`config.mk`:
```
export PLATFORM = sky130hd
export DESIGN_NAME = execute_muldiv_flat
export DESIGN_NICKNAME = d
export VERILOG_FILES = /design/src/rtl/execute_muldiv_if.sv /design/src/rtl/execute_muldiv.sv /design/src/flat_wrapper.sv
export SDC_FILE = /design/constraint.sdc
export NUM_CORES = 1
export LEC_CHECK = 0
export BUFFER_PORTS_ARGS = -buffer_cell sky130_fd_sc_hd__buf_2
export CORE_ASPECT_RATIO = 1.75
export CORE_MARGIN = 10
export CORE_UTILIZATION = 41
export CTS_CLUSTER_SIZE = 40
export DETAILED_ROUTE_END_ITERATION = 7
export PLACE_DENSITY = 0.55
export SLEW_MARGIN = 20
export SYNTH_ARGS = -nofsm -noshare
export SYNTH_HDL_FRONTEND = slang
export SYNTH_SLANG_ARGS = --single-unit
```
`constraint.sdc`:
```
create_clock -name clk -period 9.1 [get_ports clk]
set_input_delay 0.91 -clock clk [delete_from_list [all_inputs] [get_ports clk]]
set_output_delay 0.91 -clock clk [all_outputs]
set_load 0.005 [all_outputs]
```
`src/rtl/execute_muldiv_if.sv`:
```
// Operand/result channel between decode/writeback and the iterative mul/div unit.
// Valid/ready: a beat moves on a rising edge with valid && ready; once valid is raised, payload holds until that edge.
interface execute_muldiv_if #(
    parameter int XLEN = 32
);
    logic            in_valid;
    logic            in_ready;
    logic [2:0]      funct3;
    logic [XLEN-1:0] rs1;
    logic [XLEN-1:0] rs2;
    logic            out_valid;
    logic            out_ready;
    logic [XLEN-1:0] result;

    modport master (
        output in_valid, funct3, rs1, rs2, out_ready,
        input  in_ready, out_valid, result
    );

    modport slave (
        input  in_valid, funct3, rs1, rs2, out_ready,
        output in_ready, out_valid, result
    );
endinterface

```
`src/rtl/execute_muldiv.sv`:
```
// Iterative RV32M/RV64M multiply/divide unit: shift-add multiply and restoring divide on
// operand magnitudes, UNROLL bits per cycle, with sign fix-up in a final cycle.
module execute_muldiv #(
    parameter int XLEN   = 32,
    parameter int UNROLL = 1
) (
    input  logic             clk,
    input  logic             rstn,
    input  logic             flush,
    output logic             busy,
    output logic [1:0]       o_state,
    execute_muldiv_if.slave  bus
);
    typedef enum logic [1:0] {S_IDLE = 2'd0, S_CALC = 2'd1, S_FIX = 2'd2, S_DONE = 2'd3} state_t;

    localparam int STEPS = XLEN / UNROLL;
    localparam int CW    = $clog2(STEPS + 1);
    localparam logic [CW-1:0] CNT_INIT = CW'(STEPS);

    state_t          r_state;
    logic [CW-1:0]   r_cnt;
    logic [2:0]      r_f3;
    logic            r_neg_res;
    logic            r_neg_a;
    logic [XLEN-1:0] r_hi;
    logic [XLEN-1:0] r_lo;
    logic [XLEN-1:0] r_b;
    logic [XLEN-1:0] r_result;
    logic            r_in_ready;
    logic            r_out_valid;
    logic            r_busy;

    logic            w_is_div, w_a_signed, w_b_signed, w_a_neg, w_b_neg;
    logic            w_div_zero, w_ovf;
    logic [XLEN-1:0] w_a_mag, w_b_mag, w_special_res;

    // Accept-time decode: signedness, magnitudes and the results that skip iteration.
    always_comb begin
        w_is_div      = bus.funct3[2];
        w_a_signed    = w_is_div ? !bus.funct3[0] : (bus.funct3 != 3'b011);
        w_b_signed    = w_is_div ? !bus.funct3[0] : !bus.funct3[1];
        w_a_neg       = w_a_signed & bus.rs1[XLEN-1];
        w_b_neg       = w_b_signed & bus.rs2[XLEN-1];
        w_a_mag       = w_a_neg ? -bus.rs1 : bus.rs1;
        w_b_mag       = w_b_neg ? -bus.rs2 : bus.rs2;
        w_div_zero    = w_is_div && (bus.rs2 == '0);
        w_ovf         = w_is_div && !bus.funct3[0] &&
                        (bus.rs1 == {1'b1, {(XLEN-1){1'b0}}}) && (bus.rs2 == '1);
        w_special_res = w_div_zero ? (bus.funct3[1] ? bus.rs1 : '1)
                                   : (bus.funct3[1] ? '0 : bus.rs1);
    end

    logic [XLEN-1:0] w_hi, w_lo;
    logic [XLEN:0]   w_sh, w_diff, w_sum;

    // Divide keeps the partial remainder in hi and shifts quotient bits into lo;
    // multiply adds into hi and shifts the product down through lo.
    always_comb begin
        w_hi   = r_hi;
        w_lo   = r_lo;
        w_sh   = '0;
        w_diff = '0;
        w_sum  = '0;
        for (int i = 0; i < UNROLL; i++) begin
            if (r_f3[2]) begin
                w_sh   = {w_hi, w_lo[XLEN-1]};
                w_diff = w_sh - {1'b0, r_b};
                if (!w_diff[XLEN]) begin
                    w_hi = w_diff[XLEN-1:0];
                    w_lo = {w_lo[XLEN-2:0], 1'b1};
                end else begin
                    w_hi = w_sh[XLEN-1:0];
                    w_lo = {w_lo[XLEN-2:0], 1'b0};
                end
            end else begin
                w_sum = {1'b0, w_hi} + (w_lo[0] ? {1'b0, r_b} : '0);
                w_lo  = {w_sum[0], w_lo[XLEN-1:1]};
                w_hi  = w_sum[XLEN:1];
            end
        end
    end

    logic [2*XLEN-1:0] w_prod, w_prod_s;
    logic [XLEN-1:0]   w_quo, w_rem, w_fix_res;

    always_comb begin
        w_prod    = {r_hi, r_lo};
        w_prod_s  = r_neg_res ? -w_prod : w_prod;
        w_quo     = r_neg_res ? -r_lo : r_lo;
        w_rem     = r_neg_a ? -r_hi : r_hi;
        w_fix_res = r_f3[2] ? (r_f3[1] ? w_rem : w_quo)
                            : ((r_f3[1:0] == 2'b00) ? w_prod_s[XLEN-1:0] : w_prod_s[2*XLEN-1:XLEN]);
    end

    always_ff @(posedge clk or negedge rstn) begin
        if (!rstn) begin
            r_state     <= S_IDLE;
            r_cnt       <= '0;
            r_f3        <= '0;
            r_neg_res   <= 1'b0;
            r_neg_a     <= 1'b0;
            r_hi        <= '0;
            r_lo        <= '0;
            r_b         <= '0;
            r_result    <= '0;
            r_in_ready  <= 1'b1;
            r_out_valid <= 1'b0;
            r_busy      <= 1'b0;
        end else if (flush) begin
            r_state     <= S_IDLE;
            r_in_ready  <= 1'b1;
            r_out_valid <= 1'b0;
            r_busy      <= 1'b0;
        end else begin
            case (r_state)
                S_IDLE: begin
                    if (bus.in_valid) begin
                        r_f3       <= bus.funct3;
                        r_neg_res  <= w_a_neg ^ w_b_neg;
                        r_neg_a    <= w_a_neg;
                        r_hi       <= '0;
                        r_lo       <= w_is_div ? w_a_mag : w_b_mag;
                        r_b        <= w_is_div ? w_b_mag : w_a_mag;
                        r_in_ready <= 1'b0;
                        if (w_div_zero || w_ovf) begin
                            r_result    <= w_special_res;
                            r_out_valid <= 1'b1;
                            r_state     <= S_DONE;
                        end else begin
                            r_cnt   <= CNT_INIT;
                            r_busy  <= 1'b1;
                            r_state <= S_CALC;
                        end
                    end
                end
                S_CALC: begin
                    r_hi <= w_hi;
                    r_lo <= w_lo;
                    if (r_cnt == CW'(1)) begin
                        r_state <= S_FIX;
                    end else begin
                        r_cnt <= r_cnt - 1'b1;
                    end
                end
                S_FIX: begin
                    r_result    <= w_fix_res;
                    r_busy      <= 1'b0;
                    r_out_valid <= 1'b1;
                    r_state     <= S_DONE;
                end
                S_DONE: begin
                    if (bus.out_ready) begin
                        r_out_valid <= 1'b0;
                        r_in_ready  <= 1'b1;
                        r_state     <= S_IDLE;
                    end
                end
                default: r_state <= S_IDLE;
            endcase
        end
    end

    assign bus.in_ready  = r_in_ready;
    assign bus.out_valid = r_out_valid;
    assign bus.result    = r_result;
    assign busy          = r_busy;
    assign o_state       = r_state;
endmodule
```
`src/flat_wrapper.sv`:
```
// flat-port wrapper written by rule: the top's interface ports become plain ports
module execute_muldiv_flat 
#(
    parameter int XLEN   = 32,
    parameter int UNROLL = 1
)
  (clk, rstn, flush, busy, o_state, bus_in_valid, bus_funct3, bus_rs1, bus_rs2, bus_out_ready, bus_in_ready, bus_out_valid, bus_result);
  execute_muldiv_if #(.XLEN(XLEN)) bus_i ();
  input  logic clk;
  input  logic rstn;
  input  logic flush;
  output logic busy;
  output logic [1:0] o_state;
  input wire logic [$bits(bus_i.in_valid)-1:0] bus_in_valid;
  input wire logic [$bits(bus_i.funct3)-1:0] bus_funct3;
  input wire logic [$bits(bus_i.rs1)-1:0] bus_rs1;
  input wire logic [$bits(bus_i.rs2)-1:0] bus_rs2;
  input wire logic [$bits(bus_i.out_ready)-1:0] bus_out_ready;
  output wire logic [$bits(bus_i.in_ready)-1:0] bus_in_ready;
  output wire logic [$bits(bus_i.out_valid)-1:0] bus_out_valid;
  output wire logic [$bits(bus_i.result)-1:0] bus_result;
  assign bus_i.in_valid = bus_in_valid;
  assign bus_i.funct3 = bus_funct3;
  assign bus_i.rs1 = bus_rs1;
  assign bus_i.rs2 = bus_rs2;
  assign bus_i.out_ready = bus_out_ready;
  assign bus_in_ready = bus_i.in_ready;
  assign bus_out_valid = bus_i.out_valid;
  assign bus_result = bus_i.result;
  execute_muldiv #(.XLEN(XLEN), .UNROLL(UNROLL)) u_core (.clk(clk), .rstn(rstn), .flush(flush), .busy(busy), .o_state(o_state), .bus(bus_i));
endmodule
```
Word-level counts from Yosys, hierarchy flattened
Index checks and enable logic that the tools add are counted.
{"block": "classes", "add_sub_neg": 8, "eq_ne": 16, "muxes": 50, "n_bitwise": 4, "n_reduce_logical": 23}
{"cell": "$mux W32", "n": 20}
{"cell": "$pmux W32 S2", "n": 3}
{"cell": "$neg A32 Y32", "n": 4}
{"cell": "$eq A32 B32 Y1 const B", "n": 2}
{"cell": "$mux W64", "n": 1}
{"cell": "$neg A64 Y64", "n": 1}
{"cell": "$add A32 B33 Y33", "n": 1}
{"cell": "$sub A33 B32 Y33", "n": 1}
{"cell": "$logic_not A32 Y1", "n": 1}
{"cell": "$mux W6", "n": 3}
{"cell": "$reduce_and A3 Y1", "n": 5}
{"cell": "$mux W1", "n": 13}
{"cell": "$pmux W6 S2", "n": 1}
{"cell": "$mux W2", "n": 5}
{"cell": "$ne A3 B2 Y1 const B", "n": 3}
{"cell": "$ne A3 B3 Y1 const B", "n": 3}
{"cell": "$pmux W2 S4", "n": 1}
{"cell": "$reduce_and A4 Y1", "n": 2}
{"cell": "$eq A6 B1 Y1 const B", "n": 1}
{"cell": "$ne A2 B2 Y1 const B", "n": 3}
{"cell": "$reduce_bool A3 Y1", "n": 2}
{"cell": "$sub A6 B1 Y6 const B", "n": 1}
{"cell": "$reduce_and A5 Y1", "n": 1}
{"cell": "$eq A2 B2 Y1 const B", "n": 2}
{"cell": "13 further kinds", "n": 21}
{"block": "word_totals", "register_bits": 144, "inputBits": 72, "output_inout_bits": 37, "wordCells": 113}

Depth between registers and ports, before layout
Gate-level depths: netlist of run 1.
{"block": "logic_depth", "ltp_word": 9, "ltp_mapped": 14, "depth_no_buf": 13}

Worst setup path before layout of run 1
No wires, ideal clock.
{"block": "synth_timing", "kind": "register to register", "from": "register u_core.r_lo[31]", "to": "register u_core.r_hi[29]", "setup_ns": 0.136, "arrival_ns": 3.320, "required_time_ns": 8.964, "slack_ns": 5.644, "stages_incl_launch_ff": 15, "path_buffers": 2, "synth_period_minus_slack_ns": 3.456, "cell_sequence": "dfrtp_1 > clkbuf_1 > clkinv_1 > ha_1 > fa_1 > nand2b_1 > a21o_1 > a21o_1 > a21oi_1 > a31oi_1 > xnor2_1 > clkbuf_1 > nor2_1 > a221oi_1 > o21ai_0"}
{"block": "synth_between", "elab_chain_cells": 4}
{"item": "start: declaration", "line_no": "execute_muldiv.sv:26", "source": "logic [XLEN-1:0] r_lo;"}
{"item": "start signal: assignment", "line_no": "execute_muldiv.sv:122", "source": "r_lo <= w_is_div ? w_a_mag : w_b_mag;"}
{"item": "start signal: assignment", "line_no": "execute_muldiv.sv:138", "source": "r_lo <= w_lo;"}
{"item": "$sub A33 B32 Y33", "line_no": "execute_muldiv.sv:67", "source": "w_diff = w_sh - {1'b0, r_b};"}
{"item": "$mux W32", "line_no": "execute_muldiv.sv:68", "source": "if (!w_diff[XLEN]) begin"}
{"item": "$mux W32", "line_no": "execute_muldiv.sv:65", "source": "if (r_f3[2]) begin"}
{"item": "$pmux W32 S2", "line_no": "execute_muldiv.sv:115", "source": "case (r_state)"}
{"item": "end signal: assignment", "line_no": "execute_muldiv.sv:137", "source": "r_hi <= w_hi;"}
{"item": "end: declaration", "line_no": "execute_muldiv.sv:25", "source": "logic [XLEN-1:0] r_hi;"}
Every way passes these cells.
A chain may end at the register's enable or synchronous reset.

Final worst setup path of run 1
{"block": "layout_timing", "from": "input bus_rs1[26]", "to": "register u_core.r_result[0], in the netlist u_core.bus.result[0]"}
{"block": "layout_between", "elab_chain_cells": 6}
{"item": "start: declaration", "line_no": "flat_wrapper.sv:16", "source": "input wire logic [$bits(bus_i.rs1)-1:0] bus_rs1;"}
{"item": "$eq A32 B32 Y1", "line_no": "execute_muldiv.sv:48", "source": "(bus.rs1 == {1'b1, {(XLEN-1){1'b0}}}) && (bus.rs2 == '1);"}
{"item": "$logic_and A1 B1 Y1", "line_no": "execute_muldiv.sv:47", "source": "w_ovf = w_is_div && !bus.funct3[0] &&"}
{"item": "$logic_and A1 B1 Y1", "line_no": "execute_muldiv.sv:48"}
{"item": "$logic_or A1 B1 Y1", "line_no": "execute_muldiv.sv:125", "source": "if (w_div_zero || w_ovf) begin"}
{"item": "$ne A2 B1 Y1 (no source line)"}
{"item": "$reduce_and A4 Y1 (no source line)"}
{"item": "end signal: assignment", "line_no": "execute_muldiv.sv:126", "source": "r_result <= w_special_res;"}
{"item": "end signal: assignment", "line_no": "execute_muldiv.sv:146", "source": "r_result <= w_fix_res;"}
{"item": "end: declaration", "line_no": "execute_muldiv.sv:28", "source": "logic [XLEN-1:0] r_result;"}
Every way passes these cells.

==> flow_metrics.env, run 1 <==
export IMPL_outcome="finished clean"
export IMPL_cts_repair_resized=0
export IMPL_fmax_mhz=205.0
export IMPL_syn2layout_area_growth_pct=9.379
export IMPL_ys_ff_latch=144
export IMPL_synth_async_sr_flop_share_pct=100.0
export IMPL_drc=0
export IMPL_tritoncts="built"
export IMPL_synth_top_area_share_pct=23.20
export IMPL_synthCells=2080
export IMPL_post_cts_setup_buffers=0
export IMPL_ant_nets=0
export IMPL_fin_nets=2225
export IMPL_crit_family="simple AND/OR/NAND/NOR gates"
export IMPL_clockRootBuffer="clkbuf_16"
export IMPL_drt_wirelength_per_cell_um=25.08
export IMPL_finalSetupTns_ps=0
export IMPL_io_pins=109
export IMPL_synth_edf_count=0
export IMPL_crit_chain="buf_2 -> or4_1 -> nor4_1 -> nand4_1 -> o21bai_1 -> a21o_1 -> nand2_1 -> a311oi_1 -> o21ai_0 -> o311ai_0"
export IMPL_gp_congestion=1.003
export IMPL_grt_pass1_wl_um=97650
export IMPL_clk_pin_slew_worst_paths_ps=70
export IMPL_crit_path_start_kind="primary input"
export IMPL_grt_pass1_vias=16160
export IMPL_fin_util_pct=45.10
export IMPL_drt_iter0_markers=1079
export IMPL_worstMarginPinSlew_ps=1076
export IMPL_yosys_warnings=0
export IMPL_whs_ps=479.8
export IMPL_cts_hold_buf=0
export IMPL_cts_buffers=17
export IMPL_fp_dieArea_um2=46080
export IMPL_clock_latency_ps=460
export IMPL_clk_path_buf_depth=2
export IMPL_crit_type="primary input to flop"
export IMPL_vias=16120
export IMPL_powerDensity_nw_per_um2=407.2
export IMPL_endpoint_kind="flop"
export IMPL_rsz0062_at_grt="no"
export IMPL_drt_first_pass_iters=7
export IMPL_skew_ps=16.35
export IMPL_final_max_slew_violation_count=0
export IMPL_crit_slowest_cell="a21o_1"
export IMPL_p_leak_nw=7.042
export IMPL_die_w_um=166.6
export IMPL_ys_seq_area_share_pct=23.37
export IMPL_port_buffers=108
export IMPL_antenna_found_initial=0
export IMPL_start_util_pct=41.24
export IMPL_period_share_pct=53.61
export IMPL_setup_viol=0
export IMPL_synth_cell_types=81
export IMPL_drive_gt1_share_pct=10.96
export IMPL_diodes=0
export IMPL_crit_buf_inv=1
export IMPL_post_route_min_period_ps=4878
export IMPL_synth_area_um2=15420
export IMPL_hold_viol=0
export IMPL_die_h_um=276.6
export IMPL_critical_path_max_stage_delay_ps=750
export IMPL_synthFlopType="dfrtp_1"
export IMPL_syn_avg_cell_area_um2=7.415
export IMPL_cts_sinks=144
export IMPL_cp_max_fo=24
export IMPL_synth_nets=2229
export IMPL_place_hpwl_um=50880
export IMPL_core_um2=37400
export IMPL_max_cap_violations=0
export IMPL_cp_arrival_ps=5220
export IMPL_synth_top_area_cell="dfrtp_1"
export IMPL_drt_wl_total_um=64430
export IMPL_hold_path_class="flop to flop"
export IMPL_worstPathRequired_ps=9450
export IMPL_grt_max_degree=97
export IMPL_ir_worst_vdd_v=0.0002190
export IMPL_ys_top_cells_by_area="dfrtp_1, o21ai_0, a21oi_1, ha_1, nand2_1"
export IMPL_overflow=0
export IMPL_htree_levels=4
export IMPL_max_slew_margin_pct=28.21
export IMPL_rows=94
export IMPL_grt_usage_pct=26.94
export IMPL_vias_per_cell=6.274
## tightest hold or removal path, cell delays in order, from the launching register on
cell	delay [ps]
dfrtp_1	340
nand2_1	50
o21ai_0	60
## flip-flops by register name (all words and copies together) (netlist names), 2 cells and up
register,cells
u_core.r_lo,32
u_core.r_b,32
u_core.r_hi,32
u_core.r_f3,3
u_core.o_state,2
u_core.r_cnt,6
u_core.bus.result,32
## per-layer routing
| layer | vias to the layer above | wire (um) | GRT usage, % | part of all wire [%] |
|---|---|---|---|---|
| met4 | 0 | 5199 | 20.10 | 8.1 |
| met5 | - | 0 | 0 | 0 |
| met2 | 624 | 32820 | 48.58 | 51 |
| met3 | 195 | 3276 | 3.892 | 5.1 |
| li1 | 7577 | - | - | - |
| met1 | 7723 | 23140 | 27.47 | 36 |
## final timing paths
path / depth (start not counted) / to / slack, ps / startpoint
min in group asynchronous: 1 / u_core.o_state[1] / 490 / rstn
max in group asynchronous: 2 / u_core.r_f3[2] / 7080 / rstn
worst min register to register: 2 / u_core.r_b[21] / 480 / u_core.r_b[21]
worst min-delay path: 2 / u_core.r_b[21] / 480 / u_core.r_b[21]
worst max register to register: 12 / u_core.r_hi[30] / 4320 / u_core.r_lo[0]
worst max-delay path: 10 / u_core.bus.result[0] / 4220 / bus_rs1[26]
## cells in the final DEF (no fill, tap or decap), drive strengths merged, types with 37 or more instances in the layout
cell and n:
o21ai 221, ha 75, xnor2 93, inv 74, o31ai 44, nor3 39, a211oi 37, nor2 176
xor2 92, mux2i 40, a21oi 205, dfrtp 143, nand2 233, buf 132
## kinds of logic (layout without fill, tap and decap cells)
kind of cell / count (synthesis) / in the layout / share of synthesized area (%)
AND/OR/NAND/NOR: 639 / 639 / 19.39
XOR/XNOR: 185 / 185 / 10.51
adder cells (fa/ha/maj): 77 / 77 / 6.344
flip-flops: 144 / 144 / 23.37
buffers and inverters: 225 / 234 / 5.606
multiplexers: 67 / 67 / 4.568
AO/OA/AOI/OAI: 743 / 743 / 30.21
## through the flow
step / power [W] / cells / cell area, um^2 / setup WS (ps)
detailed placement: 0.005928 / 2537 / 16200 / 3820
floorplan: 0.004533 / 2080 / 15420 / 5644
finish: 0.006868 / 2569 / 16870 / 4222
global route: 0.007359 / 2569 / 16870 / 3856
global placement: 0.005911 / 2536 / 16180 / 3815
CTS: 0.006794 / 2569 / 16870 / 4254
## power breakdown
part	total, W	internal [W]	leakage (nW)	switching, W
Sequential	0.00138	0.000921	1.84	0.000462
Clock	0.000830	0.000499	0.326	0.000331
Combinational	0.00466	0.00169	4.88	0.00297
## area by class of cell
class / count / area (um^2)
Clock buffer: 18 / 439.2
Clock inverter: 14 / 225.2
Fill cell: 3936 / 20530
Inverter: 70 / 262.8
Multi-Input combinational cell: 1711 / 10990
Sequential cell: 144 / 3607
Tap cell: 480 / 600.6
Timing Repair Buffer: 132 / 747.0
## synth_stat cells, types with 12 or more instances
cell,instances
a21oi_1,205
a211oi_1,37
o211ai_1,32
nor3_1,38
or4_1,17
o21ai_0,212
a31oi_1,26
o21a_1,17
xnor2_1,93
mux2_2,27
ha_1,75
a22oi_1,21
nand3_1,30
nand2b_1,13
o221ai_1,19
buf_1,14
inv_1,68
a21o_1,24
nand2_1,233
clkbuf_1,135
nand4_1,22
or3_1,22
mux2i_1,40
or2_2,12
nor2_1,176
nor4_1,17
xor2_1,92
o31ai_1,43
dfrtp_1,143
(Power assumes the default switching activity.)
==> inputs of run 2 (changes only) <==
==> constraint.sdc (replaced) <==
create_clock -name clk -period 4.8 [get_ports clk]
set_input_delay 0.48 -clock clk [delete_from_list [all_inputs] [get_ports clk]]
set_output_delay 0.48 -clock clk [all_outputs]
set_load 0.005 [all_outputs]
==> run 2 against run 1 <==
Final cell count grew 1.2%. First-iteration DRC count grew 2.0%. Critical path depth grew 4. Wire length grew 4.1%. Critical endpoint is now u_core.r_hi[30]. Sequential cell count is the same. Utilization grew 0.46 points. Power grew 95%. Largest power group unchanged.
==> flow_metrics.env, run 2 (synthesized netlist as in run 1, its figures left out) <==
export IMPL_ant_nets=0
export IMPL_clk_pin_slew_worst_paths_ps=70
export IMPL_final_max_slew_violation_count=0
export IMPL_grt_max_degree=75
export IMPL_grt_pass1_vias=16270
export IMPL_fin_nets=2255
export IMPL_worst_r2r_cell_count=14
export IMPL_r2r_start="u_core.r_lo[0]"
export IMPL_max_cap_violations=0
export IMPL_p_leak_nw=7.152
export IMPL_cp_arrival_ps=4690
export IMPL_period_share_pct=90.58
export IMPL_fillCellCount=3878
export IMPL_crit_path_start_kind="flop"
export IMPL_fmax_mhz=230.0
export IMPL_r2r_slack_ps=450
export IMPL_post_cts_setup_buffers=0
export IMPL_crit_type="flop to flop"
export IMPL_vias=16280
export IMPL_rr_endpoint="u_core.r_hi[30]"
export IMPL_port_buffers=108
export IMPL_setup_viol=0
export IMPL_cts_sinks=144
export IMPL_clockRootBuffer="clkbuf_16"
export IMPL_grt_pass1_wl_um=100500
export IMPL_worstPathRequired_ps=5140
export IMPL_die_h_um=276.6
export IMPL_core_um2=37400
export IMPL_cts_repair_resized=0
export IMPL_outcome="finished clean"
export IMPL_cts_buffers=17
export IMPL_hold_path_class="primary input to asynchronous set/reset pin"
export IMPL_hold_viol=0
export IMPL_drt_first_pass_iters=6
export IMPL_endpoint_kind="flop"
export IMPL_skew_ps=17.33
export IMPL_overflow=0
export IMPL_grt_usage_pct=27.86
export IMPL_drt_wirelength_per_cell_um=25.81
export IMPL_swShare_pct=55.42
export IMPL_io_pins=109
export IMPL_p_comb_share_pct=69.1
export IMPL_rows=94
export IMPL_clk_path_buf_depth=2
export IMPL_power_internal_w=0.005956
export IMPL_diodes=0
export IMPL_drt_wl_total_um=67090
export IMPL_setup_ws_ps=452.3
export IMPL_antenna_found_initial=0
export IMPL_p_clk_share_pct=11.1
export IMPL_syn2layout_area_growth_pct=10.50
export IMPL_rsz0062_at_grt="no"
export IMPL_drt_iter0_markers=1101
export IMPL_die_w_um=166.6
export IMPL_drive_gt1_share_pct=12.18
export IMPL_fp_dieArea_um2=46080
export IMPL_max_slew_margin_pct=28.78
export IMPL_tritoncts="built"
export IMPL_cp_max_fo=30
export IMPL_layout_commonest_cell="nand2_1"
export IMPL_powerDensity_nw_per_um2=784.0
export IMPL_finalSetupTns_ps=0
export IMPL_power_switching_w=0.007404
export IMPL_cts_hold_buf=0
export IMPL_drc=0
export IMPL_vias_per_cell=6.264
export IMPL_gp_congestion=1.013
export IMPL_ir_worst_vdd_v=0.0003489
export IMPL_worstMarginPinSlew_ps=1066
export IMPL_final_cell_mix="nand2_1, o21ai_0, a21oi_1"
export IMPL_seq_area_um2=3607
export IMPL_htree_levels=4
export IMPL_place_hpwl_um=52910
export IMPL_pre_cts_ws_ps=392.3
export IMPL_p_seq_share_pct=19.8
export IMPL_post_route_min_period_ps=4348
export IMPL_start_util_pct=41.24
export IMPL_clock_latency_ps=470
export IMPL_multi_input_area_um2=10990
==> run 2: worst max-delay path by stage <==
| stage | end | cells after the start | start |
|---|---|---|---|
| 2_1_floorplan | u_core.r_hi[29] | 14 | u_core.r_lo[31] |
| 3_3_place_gp | u_core.r_hi[30] | 14 | u_core.r_lo[0] |
| 3_5_place_dp | u_core.r_hi[30] | 14 | u_core.r_lo[0] |
| 4_1_cts | u_core.r_hi[30] | 14 | u_core.r_lo[0] |
| 5_1_grt | u_core.r_hi[30] | 14 | u_core.r_lo[0] |
| 6_report | u_core.r_hi[30] | 14 | u_core.r_lo[0] |
==> run 2: layout make-up <==
type,count,area share [%]
clock buffer,19,2.599
clock inverter,13,1.035
inverter,70,1.542
multi-input combinational,1711,64.47
sequential,144,21.17
tap,480,3.524
timing repair buffer,162,5.661
==> run 2: power groups by stage <==
stage,combinational (W),sequential [W],clock (W)
2_1_floorplan,0.00646,0.00214,0
3_3_place_gp,0.00897,0.00262,0
3_5_place_dp,0.00899,0.00263,0
4_1_cts,0.00905,0.00261,0.00150
5_1_grt,0.0100,0.00270,0.00154
6_report,0.00923,0.00264,0.00149
==> run 2: worst max-delay path: stages, from the launching register on <==
cell and delay, ps:
dfrtp_1 530, inv_1 140, buf_4 340, nor2_1 100, ha_1 430, nand3_1 190
nor2_1 240, or4b_2 650, a311oi_1 550, a2111oi_0 160, buf_4 190, a21oi_1 190
a31oi_1 170, mux2i_1 200, o211ai_1 110
==> run 2: stage by stage <==
step	hold slack (ps)	std cells	utilization [%]	instance area, um^2	power (W)
after CTS	68.31	2599	45.56	17040	0.01316
after detailed placement	469.0	2567	43.91	16420	0.01162
after global routing	93.19	2599	45.56	17040	0.01425
final	52.80	2599	45.56	17040	0.01336
after global placement	465.6	2567	43.91	16420	0.01159
after floorplan	184.4	2080	-	15420	0.008594
==> run 2: layer usage <==
| metal | track usage, % | share of wire [%] |
|---|---|---|
| met1 | 28.21 | 36 |
| met2 | 50.77 | 51 |
| met3 | 4.389 | 4.9 |
| met4 | 19.58 | 7.8 |
| met5 | 0 | 0 |
